--- src/rtl/sci_host_link.sv ---
// Host-side SCI link master: sclk generation, byte serialiser, deserialiser, RX FIFO, flow control.
// Optional sticky error flags (err_frame, err_overrun, err_clear) are enabled by defining SCI_ERRSTAT_EN.
module sci_host_link #(
  parameter int unsigned CLK_DIV       = 4,
  parameter int unsigned RX_FIFO_DEPTH = 4
) (
  input  logic       clk_clk,
  input  logic       reset_reset,
  input  logic [7:0] tx_data,
  input  logic       tx_valid,
  output logic       tx_ready,
  output logic [7:0] rx_data,
  output logic       rx_valid,
  input  logic       rx_ready,
  output logic       sci_sclk,
  output logic       sci_txd,
  input  logic       sci_txr_n,
  input  logic       sci_rxd,
  output logic       sci_rxr_n
`ifdef SCI_ERRSTAT_EN
  ,
  input  logic       err_clear,
  output logic       err_frame,
  output logic       err_overrun
`endif
);

  localparam int unsigned CNT_W = (CLK_DIV > 1) ? $clog2(CLK_DIV) : 1;
  localparam int unsigned PW    = $clog2(RX_FIFO_DEPTH);
  localparam int unsigned CW    = PW + 1;

  typedef enum logic [1:0] {TX_IDLE, TX_START, TX_DATA, TX_STOP} tx_state_e;
  typedef enum logic [1:0] {RX_HUNT, RX_DATA, RX_STOP} rx_state_e;

  logic [CNT_W-1:0] div_cnt_q, div_cnt_d;
  logic             sclk_q, sclk_d;
  logic             fall_c, rise_c, div_wrap_c;
  logic [1:0]       txr_sync_q, txr_sync_d, rxd_sync_q, rxd_sync_d;
  logic             txr_n_s, rxd_s;

  tx_state_e        tx_state_q, tx_state_d;
  logic [7:0]       hold_q, hold_d, tx_shift_q, tx_shift_d;
  logic             hold_full_q, hold_full_d, tx_ready_q, tx_ready_d, txd_q, txd_d;
  logic [2:0]       tx_bit_q, tx_bit_d;

  rx_state_e        rx_state_q, rx_state_d;
  logic [7:0]       rx_shift_q, rx_shift_d;
  logic [2:0]       rx_bit_q, rx_bit_d;
  logic             push_req_c, push_ok_c, pop_c, full_c;

  logic [7:0]       mem_q [RX_FIFO_DEPTH];
  logic [7:0]       mem_d [RX_FIFO_DEPTH];
  logic [CW-1:0]    wr_ptr_q, wr_ptr_d, rd_ptr_q, rd_ptr_d, count_c, count_d;
  logic             rx_valid_q, rx_valid_d, rxr_n_q, rxr_n_d;
  logic [7:0]       rx_data_q, rx_data_d;

  // Free-running sclk divider; fall/rise mark the cycle whose edge toggles sclk
  assign div_wrap_c = (div_cnt_q == CNT_W'(CLK_DIV - 1));
  assign fall_c     = div_wrap_c && sclk_q;
  assign rise_c     = div_wrap_c && !sclk_q;

  always_comb begin
    div_cnt_d  = div_cnt_q + CNT_W'(1);
    sclk_d     = sclk_q;
    txr_sync_d = {txr_sync_q[0], sci_txr_n};
    rxd_sync_d = {rxd_sync_q[0], sci_rxd};
    if (div_wrap_c) begin
      div_cnt_d = '0;
      sclk_d    = ~sclk_q;
    end
  end

  assign txr_n_s = txr_sync_q[1];
  assign rxd_s   = rxd_sync_q[1];

  // Transmit: holding register feeds the shifter; the line only changes at a fall
  always_comb begin
    tx_state_d  = tx_state_q;
    hold_d      = hold_q;
    hold_full_d = hold_full_q;
    tx_shift_d  = tx_shift_q;
    tx_bit_d    = tx_bit_q;
    txd_d       = txd_q;
    if (tx_valid && tx_ready_q) begin
      hold_d      = tx_data;
      hold_full_d = 1'b1;
    end
    if (fall_c) begin
      case (tx_state_q)
        TX_START: begin
          txd_d      = tx_shift_q[0];
          tx_shift_d = {1'b0, tx_shift_q[7:1]};
          tx_bit_d   = 3'd0;
          tx_state_d = TX_DATA;
        end
        TX_DATA: begin
          if (tx_bit_q == 3'd7) begin
            txd_d      = 1'b1;
            tx_state_d = TX_STOP;
          end else begin
            txd_d      = tx_shift_q[0];
            tx_shift_d = {1'b0, tx_shift_q[7:1]};
            tx_bit_d   = tx_bit_q + 3'd1;
          end
        end
        default: begin
          // IDLE and end of STOP both may launch the next frame
          txd_d      = 1'b1;
          tx_state_d = TX_IDLE;
          if (hold_full_q && !txr_n_s) begin
            txd_d       = 1'b0;
            tx_shift_d  = hold_q;
            hold_full_d = 1'b0;
            tx_state_d  = TX_START;
          end
        end
      endcase
    end
    tx_ready_d = ~hold_full_d;
  end

  // Receive: sample at every rise
  always_comb begin
    rx_state_d = rx_state_q;
    rx_shift_d = rx_shift_q;
    rx_bit_d   = rx_bit_q;
    push_req_c = 1'b0;
    if (rise_c) begin
      case (rx_state_q)
        RX_DATA: begin
          rx_shift_d = {rxd_s, rx_shift_q[7:1]};
          if (rx_bit_q == 3'd7) rx_state_d = RX_STOP;
          else                  rx_bit_d   = rx_bit_q + 3'd1;
        end
        RX_STOP: begin
          push_req_c = rxd_s;
          rx_state_d = RX_HUNT;
        end
        default: begin
          if (!rxd_s) begin
            rx_bit_d   = 3'd0;
            rx_state_d = RX_DATA;
          end
        end
      endcase
    end
  end

  // RX FIFO; a pop on a full FIFO frees the slot for a same-cycle push
  always_comb begin
    count_c   = wr_ptr_q - rd_ptr_q;
    full_c    = (count_c == CW'(RX_FIFO_DEPTH));
    pop_c     = rx_valid_q && rx_ready;
    push_ok_c = push_req_c && (!full_c || pop_c);
    wr_ptr_d  = wr_ptr_q + CW'(push_ok_c);
    rd_ptr_d  = rd_ptr_q + CW'(pop_c);
    count_d   = wr_ptr_d - rd_ptr_d;
    mem_d     = mem_q;
    if (push_ok_c) mem_d[wr_ptr_q[PW-1:0]] = rx_shift_q;
    rx_valid_d = (count_d != '0);
    rx_data_d  = rx_valid_d ? mem_d[rd_ptr_d[PW-1:0]] : 8'h00;
    rxr_n_d    = ((CW'(RX_FIFO_DEPTH) - count_d) < CW'(2));
  end

  always_ff @(posedge clk_clk) begin
    mem_q <= mem_d;
  end

  always_ff @(posedge clk_clk) begin
    if (reset_reset) begin
      div_cnt_q   <= '0;
      sclk_q      <= 1'b1;
      txr_sync_q  <= 2'b11;
      rxd_sync_q  <= 2'b11;
      tx_state_q  <= TX_IDLE;
      hold_q      <= 8'h00;
      hold_full_q <= 1'b0;
      tx_ready_q  <= 1'b0;
      tx_shift_q  <= 8'h00;
      tx_bit_q    <= 3'd0;
      txd_q       <= 1'b1;
      rx_state_q  <= RX_HUNT;
      rx_shift_q  <= 8'h00;
      rx_bit_q    <= 3'd0;
      wr_ptr_q    <= '0;
      rd_ptr_q    <= '0;
      rx_valid_q  <= 1'b0;
      rx_data_q   <= 8'h00;
      rxr_n_q     <= 1'b1;
    end else begin
      div_cnt_q   <= div_cnt_d;
      sclk_q      <= sclk_d;
      txr_sync_q  <= txr_sync_d;
      rxd_sync_q  <= rxd_sync_d;
      tx_state_q  <= tx_state_d;
      hold_q      <= hold_d;
      hold_full_q <= hold_full_d;
      tx_ready_q  <= tx_ready_d;
      tx_shift_q  <= tx_shift_d;
      tx_bit_q    <= tx_bit_d;
      txd_q       <= txd_d;
      rx_state_q  <= rx_state_d;
      rx_shift_q  <= rx_shift_d;
      rx_bit_q    <= rx_bit_d;
      wr_ptr_q    <= wr_ptr_d;
      rd_ptr_q    <= rd_ptr_d;
      rx_valid_q  <= rx_valid_d;
      rx_data_q   <= rx_data_d;
      rxr_n_q     <= rxr_n_d;
    end
  end

  assign sci_sclk  = sclk_q;
  assign sci_txd   = txd_q;
  assign tx_ready  = tx_ready_q;
  assign rx_valid  = rx_valid_q;
  assign rx_data   = rx_data_q;
  assign sci_rxr_n = rxr_n_q;

`ifdef SCI_ERRSTAT_EN
  logic err_frame_q, err_frame_d, err_overrun_q, err_overrun_d;
  logic frame_err_c, overrun_c;

  assign frame_err_c = rise_c && (rx_state_q == RX_STOP) && !rxd_s;
  assign overrun_c   = push_req_c && !push_ok_c;

  // Sticky flags; a set event beats a same-cycle clear
  always_comb begin
    err_frame_d   = err_frame_q;
    err_overrun_d = err_overrun_q;
    if (err_clear) begin
      err_frame_d   = 1'b0;
      err_overrun_d = 1'b0;
    end
    if (frame_err_c) err_frame_d   = 1'b1;
    if (overrun_c)   err_overrun_d = 1'b1;
  end

  always_ff @(posedge clk_clk) begin
    if (reset_reset) begin
      err_frame_q   <= 1'b0;
      err_overrun_q <= 1'b0;
    end else begin
      err_frame_q   <= err_frame_d;
      err_overrun_q <= err_overrun_d;
    end
  end

  assign err_frame   = err_frame_q;
  assign err_overrun = err_overrun_q;
`endif

endmodule
--- config.mk ---
export PLATFORM = sky130hd
export DESIGN_NAME = sci_host_link
export DESIGN_NICKNAME = d
export VERILOG_FILES = /design/src/rtl/sci_host_link.sv
export SDC_FILE = /design/constraint.sdc
export NUM_CORES = 1
export LEC_CHECK = 0
export CAP_MARGIN = 15
export CORE_MARGIN = 2
export CORE_UTILIZATION = 59
export CTS_BUF_LIST = sky130_fd_sc_hd__clkbuf_16
export CTS_CLUSTER_SIZE = 25
export DETAILED_ROUTE_END_ITERATION = 6
export GPL_ROUTABILITY_DRIVEN = 0
export PLACE_DENSITY_LB_ADDON = 0.25
export SLEW_MARGIN = 20
export SYNTH_ARGS = -nofsm -noshare
export SYNTH_HDL_FRONTEND = slang
export SYNTH_SLANG_ARGS = --single-unit
--- constraint.sdc ---
create_clock -name clk_clk -period 8.6 [get_ports clk_clk]
set_input_delay 0.86 -clock clk_clk [delete_from_list [all_inputs] [get_ports clk_clk]]
set_output_delay 0.86 -clock clk_clk [all_outputs]
set_load 0.01 [all_outputs]
==> results.py, run 1 <==
metrics = {
    "status": {
        "run_status": "finished clean",
    },
    "timing": {
        "rsz0062_at_grt": "no",
        "min_period_over_period_pct": 49.2,
        "fmax_ghz": 0.236,
        "totalNegativeSetupSlack_ps": 0,
        "final-hold-violation-count": 0,
        "skew_ps": 7.25,
        "fin_hold_ws_ps": 412,
        "worst_slew_margin_rel_pct": 30.8,
        "final_max_slew_viol_count": 0,
        "worst_slew_pin_slew_ps": 1040,
        "period_needed_ps": 4230,
        "setup-violations-final": 0,
    },
    "global_routing": {
        "grt_pass1_wl_mm": 14.4,
        "grt_pass1_vias": 3102,
        "globalRouteMet2Util_pct": 38.9,
        "groute.layer.met3.usage_pct": 4.80,
        "grt_antenna_before_repair": 0,
        "grt_most_used_layer": "met2",
        "global_route.overflow_total": 0,
        "grt_start_max_net_pins": 53,
        "met1_track_utilization_from_global_routing_pct": 29.9,
        "grtUsageTotal_pct": 23.2,
    },
    "routing": {
        "routed_wire_length_per_instance_um": 14.7,
        "routed_wl_mm": 8.69,
        "first_iter_violations": 129,
        "route.vias.total": 3403,
        "post-route-drc-count": 0,
        "dr.pass1.iters": 4,
        "final_antenna_net_count": 0,
        "post_drt_via_cell_ratio": 5.75,
    },
    "placement": {
        "place_hpwl_mm": 6.02,
        "io_buffer_count": 26,
        "placed_cell_area_um2": 4560,
    },
    "yosys": {
        "synth_area_um2": 4300,
        "yosys_warnings": 0,
        "postSynth.asyncResetShare_pct": 0,
        "yosys_register_bits": 92,
        "synth-edff-count": 0,
        "synth_flop_cell": "sky130_fd_sc_hd__dfxtp_1",
        "post_synth.cell_area_avg_um2": 8.97,
        "ys_seq_area_share_pct": 42.9,
        "synth.distinct_cells": 47,
        "synthesis.nets": 512,
        "postSynthCellCount": 479,
    },
    "worst_setup_path": {
        "critical_path.startpoint_type": "input pin",
        "cp.arrival_ps": 4480,
        "worstPathRequired_ps": 8850,
        "critical_path_class": "in -> reg",
        "crit_fanout": 13,
        "endpoint_kind": "flop",
    },
    "finish": {
        "syn2layout_area_growth_pct": 13.7,
        "n_antenna_cell": 0,
        "layout.cells.most_common_list": "sky130_fd_sc_hd__dfxtp_1, sky130_fd_sc_hd__nand2_1, sky130_fd_sc_hd__nor2_1",
        "utilization_pct": 68.4,
        "layout.cell_area.non_filler_um2": 4880,
        "layout-drive-gt1-share_pct": 11.4,
        "nNetsFinal": 521,
        "final_common_cell": "sky130_fd_sc_hd__dfxtp_1",
    },
    "power": {
        "finalPower_w": 0.00110,
        "power_density_nw_per_um2": 226,
        "power.ir.vdd_worst_mv": 0.145,
        "total_leakage_power_nw": 1.78,
    },
    "clocking": {
        "clock-sinks": 92,
        "clock_root_buffer": "sky130_fd_sc_hd__clkbuf_16",
        "clk_path_buf_depth": 2,
        "clk-insertion-delay-late_ps": 340,
        "cts_buffers": 9,
        "h-tree-depth": 3,
        "post_cts_resize_count": 0,
        "tritoncts": "yes",
        "clk_pin_slew_ps": 60,
        "cts_hold_buffers": 0,
        "postCtsSetupBuffers": 0,
    },
    "floorplan": {
        "floorplan.io_pins": 27,
        "chipHeight_um": 89.4,
        "die_x_um": 89.4,
        "row_count": 31,
        "core_area_um2": 7140,
        "initial_utilization_pct": 60.2,
        "die_area_um2": 7980,
    },
    "worst_hold_path": {
        "worst_min_delay_path_category": "reg -> reg",
    },
    "job": {
        "cap_violations": 0,
    },
}
==> worst max-delay path: stages <==
cell and delay [ps]:
sky130_fd_sc_hd__clkdlybuf4s50_1 400, sky130_fd_sc_hd__nand2_1 100, sky130_fd_sc_hd__and3_1 480, sky130_fd_sc_hd__a21oi_1 150, sky130_fd_sc_hd__ha_1 310, sky130_fd_sc_hd__inv_1 80, sky130_fd_sc_hd__ha_1 140, sky130_fd_sc_hd__inv_1 50
sky130_fd_sc_hd__fa_1 490, sky130_fd_sc_hd__inv_1 50, sky130_fd_sc_hd__ha_1 170, sky130_fd_sc_hd__ha_1 170, sky130_fd_sc_hd__nor2_1 410, sky130_fd_sc_hd__o311ai_0 310, sky130_fd_sc_hd__a211oi_1 290
==> where the power goes <==
part / total [W] / switching, W / internal [W]
clock network: 0.000428 / 0.000172 / 0.000256
registers: 0.000460 / 0.0000111 / 0.000449
logic: 0.000215 / 0.000133 / 0.0000816
==> flip-flops by register name, indices dropped and copies added (netlist names), 3 cells and up <==
| signal | count |
|---|---|
| tx_shift_q | 8 |
| rx_bit_q | 3 |
| mem_q | 32 |
| rx_shift_q | 8 |
| rd_ptr_q | 3 |
| tx_bit_q | 3 |
| hold_q | 8 |
| rx_data | 8 |
| wr_ptr_q | 3 |
==> cells by family (layout without fill, tap and decap cells) <==
logic type | after synthesis | after routing | share of synthesized area [%]
simple gates | 157 | 157 | 16.4
buf+inv | 54 | 68 | 5.12
fa+ha+maj | 19 | 19 | 5.71
flops | 92 | 92 | 42.9
xor+xnor | 7 | 7 | 1.78
compound gates | 109 | 109 | 17.9
mux | 41 | 41 | 10.3
==> layer usage <==
metal | vias up | part of all wire [%]
met1 | 1624 | 46
met5 | - | 0
met2 | 60 | 49
li1 | 1709 | -
met4 | 0 | 1.4
met3 | 10 | 3.8
==> through the flow <==
stage / worst slack (ps) / std cells
6_report: 4370 / 592
5_1_grt: 4150 / 592
4_1_cts: 4420 / 592
3_5_place_dp: 4090 / 576
3_3_place_gp: 4320 / 576
2_1_floorplan: 4870 / 479
==> area by class of cell <==
cell class	instances	area, um2
well taps	99	124
clock buffers	9	225
fillers	606	2250
repair buffers	28	270
clock inverters	7	97.6
flip-flops and latches	92	1840
inverters	24	90.1
multi-input cells	333	2240
==> Yosys cell counts (all sizes together) (12+ instances only) <==
master   n  area, um2
inv     23       86.3
dfxtp   92       1840
o21ai   12       60.1
mux2    25        282
ha      18        225
mux2i   16        160
nand2   68        255
a21oi   33        165
clkbuf  22       83.8
nor2    50        188
a211oi  17        133
==> path summary, 6_finish.rpt <==
| kind | startpoint | endpoint | slack [ps] | cells past startpoint |
|---|---|---|---|---|
| worst max-delay path | rx_ready | rx_data[7]$_SDFF_PP0_ | 4370 | 15 |
| worst min-delay path | rxd_sync_q[0]$_SDFF_PP1_ | rxd_sync_q[1]$_SDFF_PP1_ | 410 | 1 |
| worst max register to register | wr_ptr_q[0]$_SDFF_PP0_ | rx_data[7]$_SDFF_PP0_ | 4450 | 16 |
| worst min register to register | rxd_sync_q[0]$_SDFF_PP1_ | rxd_sync_q[1]$_SDFF_PP1_ | 410 | 1 |
No activity file was read; power rests on OpenSTA's default activity.
==> run 2: changes to the inputs <==
- clock period: 8.6 -> 4.34 ns (I/O delays scaled with it)
==> run 2 against run 1 <==
- routed wire length rose by 3.2%
- global-route usage rose by 0.97 points
- die area did not move
- final cell count rose by 0.17%
- sequential share of layout area rose by 0.077 points
- sequential power rose by 98%
- critical endpoint is now rx_data[6]$_SDFF_PP0_
- largest cell class unchanged
==> results.py, run 2 (synthesis gave the netlist of run 1 again) <==
metrics = {
    "status": {
        "run_status": "finished clean",
    },
    "floorplan": {
        "die_area_um2": 7980,
        "die_x_um": 89.4,
        "initial_utilization_pct": 60.2,
        "floorplan.io_pins": 27,
        "chipHeight_um": 89.4,
        "core_area_um2": 7140,
        "row_count": 31,
    },
    "job": {
        "cap_violations": 0,
    },
    "worst_setup_path": {
        "endpoint_kind": "flop",
        "worst_path_most_repeated_cell": "sky130_fd_sc_hd__ha_1",
        "rr_endpoint": "rx_data[6]$_SDFF_PP0_",
        "timing.critical_path.cells": "inv_1, ha_1, and3_1, a21oi_1, ha_1, ha_1, fa_1, inv_1, ha_1, ha_1, nor2_1, o311ai_0, a211oi_1",
        "cp.arrival_ps": 4230,
        "r2r_slack_ps": 370,
        "crit_family": "adder cells",
        "critical_path_class": "reg -> reg",
        "critical_path.startpoint_type": "flop",
        "worstPathRequired_ps": 4600,
        "critPathMaxStageDelay_ps": 520,
        "r2r_start": "wr_ptr_q[0]$_SDFF_PP0_",
        "crit_fanout": 13,
        "worst-r2r-cell-count": 13,
        "critical-path-slowest-cell": "sky130_fd_sc_hd__fa_1",
        "worst-path-buf-inv": 2,
    },
    "routing": {
        "first_iter_violations": 163,
        "final_antenna_net_count": 0,
        "routed_wire_length_per_instance_um": 15.1,
        "post_drt_via_cell_ratio": 5.81,
        "post-route-drc-count": 0,
        "dr.pass1.iters": 5,
        "routed_wl_mm": 8.97,
        "route.vias.total": 3445,
    },
    "clocking": {
        "cts_buffers": 9,
        "clk-insertion-delay-late_ps": 340,
        "postCtsSetupBuffers": 0,
        "clock-sinks": 92,
        "clk_path_buf_depth": 2,
        "cts_hold_buffers": 0,
        "tritoncts": "yes",
        "clock_root_buffer": "sky130_fd_sc_hd__clkbuf_16",
        "h-tree-depth": 3,
        "clk_pin_slew_ps": 70,
    },
    "finish": {
        "layout-drive-gt1-share_pct": 10.9,
        "n_antenna_cell": 0,
        "regMostFlops": "mem_q",
        "fillerInstances": 572,
        "largest_register_ff_count": 32,
        "syn2layout_area_growth_pct": 13.4,
        "final_common_cell": "sky130_fd_sc_hd__dfxtp_1",
        "utilization_pct": 68.3,
        "nNetsFinal": 522,
        "layout.cells.most_common_list": "sky130_fd_sc_hd__dfxtp_1, sky130_fd_sc_hd__nand2_1, sky130_fd_sc_hd__nor2_1",
    },
    "placement": {
        "io_buffer_count": 26,
        "place_hpwl_mm": 6.08,
    },
    "timing": {
        "worst_slew_margin_rel_pct": 32.9,
        "totalNegativeSetupSlack_ps": 0,
        "min_period_over_period_pct": 91.5,
        "final-hold-violation-count": 0,
        "skew_ps": 8.53,
        "rsz0062_at_grt": "no",
        "period_needed_ps": 3970,
        "final_max_slew_viol_count": 0,
        "setup-violations-final": 0,
        "worst_slew_pin_slew_ps": 1010,
        "fmax_ghz": 0.252,
    },
    "power": {
        "sw_frac_of_total_pct": 29.4,
        "power.ir.vdd_worst_mv": 0.228,
        "power_density_nw_per_um2": 437,
        "seqPwrFrac_pct": 42.8,
        "total_leakage_power_nw": 1.78,
        "p_int_w": 0.00150,
        "pwr-share-clk_pct": 36.3,
        "p_switching_w": 0.000627,
        "share_comb_of_total_power_pct": 20.9,
    },
    "global_routing": {
        "grt_antenna_before_repair": 0,
        "grt_start_max_net_pins": 53,
        "grt_pass1_wl_mm": 14.9,
        "grt_pass1_vias": 3171,
        "global_route.overflow_total": 0,
        "grtUsageTotal_pct": 24.1,
    },
    "worst_hold_path": {
        "min_delay_worst_endpoint": "rxd_sync_q[1]$_SDFF_PP1_",
        "hold_crit_start": "rxd_sync_q[0]$_SDFF_PP1_",
        "worstHoldPathCells": 1,
        "worst_min_delay_path_category": "reg -> reg",
    },
}
-- run 2: stage by stage --
step                      power, W  setup slack (ps)  instances  hold slack, ps  cell area (um2)
after global placement     0.00135               432        577             401             4570
after CTS                  0.00213               340        593             424             4860
after global routing       0.00222              70.3        593             448             4870
final                      0.00213               369        593             421             4870
after floorplan            0.00122               797        479             389             4300
after detailed placement   0.00136               334        577             405             4570
-- run 2: what timing repair did --
action / CTS / global route
setup endpoints to repair: 0 / 2
gates resized for setup: 0 / 1
endpoints found under the hold margin: 0 / 0
-- run 2: final cells by class --
cell class	instances	area (um2)	share of cell area [%]
Inverter	24	90.1	1.85
Tap cell	99	124	2.54
Timing Repair Buffer	29	278	5.70
Clock buffer	9	225	4.62
Multi-Input combinational cell	333	2250	46.1
Clock inverter	7	68.8	1.41
Sequential cell	92	1840	37.8
-- run 2: worst max-delay path by stage --
stage | start | end | slack [ps] | depth (start not counted)
floorplan | wr_ptr_q[0]$_SDFF_PP0_ | rx_data[6]$_SDFF_PP0_ | 800 | 15
global placement | rx_ready | rx_data[7]$_SDFF_PP0_ | 430 | 13
detailed placement | rx_ready | rx_data[5]$_SDFF_PP0_ | 330 | 13
CTS | wr_ptr_q[0]$_SDFF_PP0_ | rx_data[5]$_SDFF_PP0_ | 340 | 14
global route | wr_ptr_q[0]$_SDFF_PP0_ | rx_data[6]$_SDFF_PP0_ | 70 | 13
finish | wr_ptr_q[0]$_SDFF_PP0_ | rx_data[6]$_SDFF_PP0_ | 370 | 13
-- run 2: power groups by stage --
stage	clock [W]	combinational [W]	sequential (W)
floorplan	0	0.000281	0.000941
global placement	0	0.000422	0.000929
detailed placement	0	0.000433	0.000930
CTS	0.000778	0.000439	0.000911
global route	0.000813	0.000495	0.000914
finish	0.000774	0.000446	0.000911
-- run 2: metal layers --
layer / vias to the layer above / part of all wire (%) / global-route usage (%)
met5: - / 0 / 0
met4: 0 / 2.5 / 10.6
met3: 21 / 3.7 / 3.60
met2: 92 / 49 / 40.6
met1: 1625 / 45 / 30.7
li1: 1707 / - / -
==> variant: new RTL, flow settings as in run 2 <==
Change the parameter `CLK_DIV` from 4 to 2.
--- a/src/rtl/sci_host_link.sv
+++ b/src/rtl/sci_host_link.sv
@@ -1,7 +1,7 @@
 // Host-side SCI link master: sclk generation, byte serialiser, deserialiser, RX FIFO, flow control.
 // Optional sticky error flags (err_frame, err_overrun, err_clear) are enabled by defining SCI_ERRSTAT_EN.
 module sci_host_link #(
-  parameter int unsigned CLK_DIV       = 4,
+  parameter int unsigned CLK_DIV       = 2,
   parameter int unsigned RX_FIFO_DEPTH = 4
 ) (
   input  logic       clk_clk,
Function: changed (a bounded check fails within 4 cycles, from zero or initial values and one cycle with reset_reset high).
==> variant against run 2 <==
Routed wire length down 11%. Clock power up 3.7%. Area after synthesis down 5.9%. Setup slack better by 0.032 ns. Sequential power down 2%. Synthesized cell count down 14%. Global-route usage down 1.4 points. Count of clock-buffer cells in the layout unchanged. First-iteration DRC count down 20%. Sequential cell count down 1. Total power up 0.29%. Cell area down 4.9%. Highest routed layer unchanged.
==> variant: results <==
[synth]
synth-compound-area-share_pct = 16.1
synthAdderAreaFrac_pct = 5.75
synth_area_leaders = "dfxtp_1 (45%), mux2_2 (9.2%), ha_1 (5.3%), nand2_1 (3.3%), nor2_1 (3.2%)"
synthFlopType = "dfxtp_1"
ys_types = 51
yosysSeqAreaShare_pct = 45.0
synth_mux_area_share_pct = 11.2
synth-xor-area-share_pct = 2.32
postSynthCellCount = 412
synthesis.nets = 444
synth_common_cells = "dfxtp_1 (91), nand2_1 (36), nor2_1 (34)"

[sta]
finalHoldViolCount = 0
skew_ns = 0.00773
hold_ws_ns = 0.401
worstMarginPinSlew_ns = 1.11

[pwr]
power.leakage_nw = 1.78
ir_drop_v = 0.000245
clock_power_w = 0.000803
power.switching_w = 0.000561
cellPowerDensity_nw_per_um2 = 461
p_seq_w = 0.000897

[worst_setup_path]
cp_max_fo = 9
ff2ff_setup_slack_ns = 0.40
arrival_ns = 4.17
rr_worst_depth = 17
r2r_end = "rx_data[7]"
slowest_delay_ns = 0.48

[final_layout]
final_net_count = 463
instances_no_fill = 516
fillers = 519
drive_gt1_share_pct = 16.3
register_area_um2 = 1820

[clock_network]
htreeDepth = 3
clk_path_buf_depth = 2

[detailed_routing]
drt-wirelength-per-cell_um = 15.4
met3WireLength_um = 290
dr_wl_met2_um = 4070
vias = 3075
drt_iter0_drc = 131
met1_length_um = 3420

[global_route]
grt_pass1_wl_um = 13400
grt_max_degree = 54
first_global_vias = 2906
grt_use_met2_pct = 39.3
grt_use_total_pct = 22.7
gr-usage-met1_pct = 27.0
met3_usage_pct = 5.52

[placed_design]
place_area_um2 = 4320
place_ws_ns = 0.182
hpwl_um = 5400
place_inst = 500

[outcome]
status = "complete, no violations"
-- variant: cell count changes after synthesis, moves of 8 or more --
cell,run 2,this run
a311oi_1,9,0
nand2_1,68,36
mux2i_1,16,8
o32ai_1,0,13
nor2_1,50,34
nor3_1,1,17
a21oi_1,33,23
mux2_2,25,33
a2111oi_0,8,0
-- variant: worst max-delay path by stage --
stage | from | to | slack [ns] | cells past startpoint
detailed placement | wr_ptr_q[0] | rx_data[4] | 0.18 | 17
finish | wr_ptr_q[0] | rx_data[7] | 0.40 | 17
global route | wr_ptr_q[0] | rx_data[2] | 0.1 | 17
floorplan | wr_ptr_q[0] | rx_data[2] | 0.76 | 16
global placement | wr_ptr_q[0] | rx_data[5] | 0.42 | 15
CTS | wr_ptr_q[0] | rx_data[4] | 0.18 | 17
-- variant: final cells by class --
cell class,count,area share (%)
clock inverter,7,1.83
clock buffer,9,4.86
inverter,17,1.38
timing repair buffer,32,6.48
tap,80,2.16
sequential,91,39.3
multi-input combinational,280,44.0
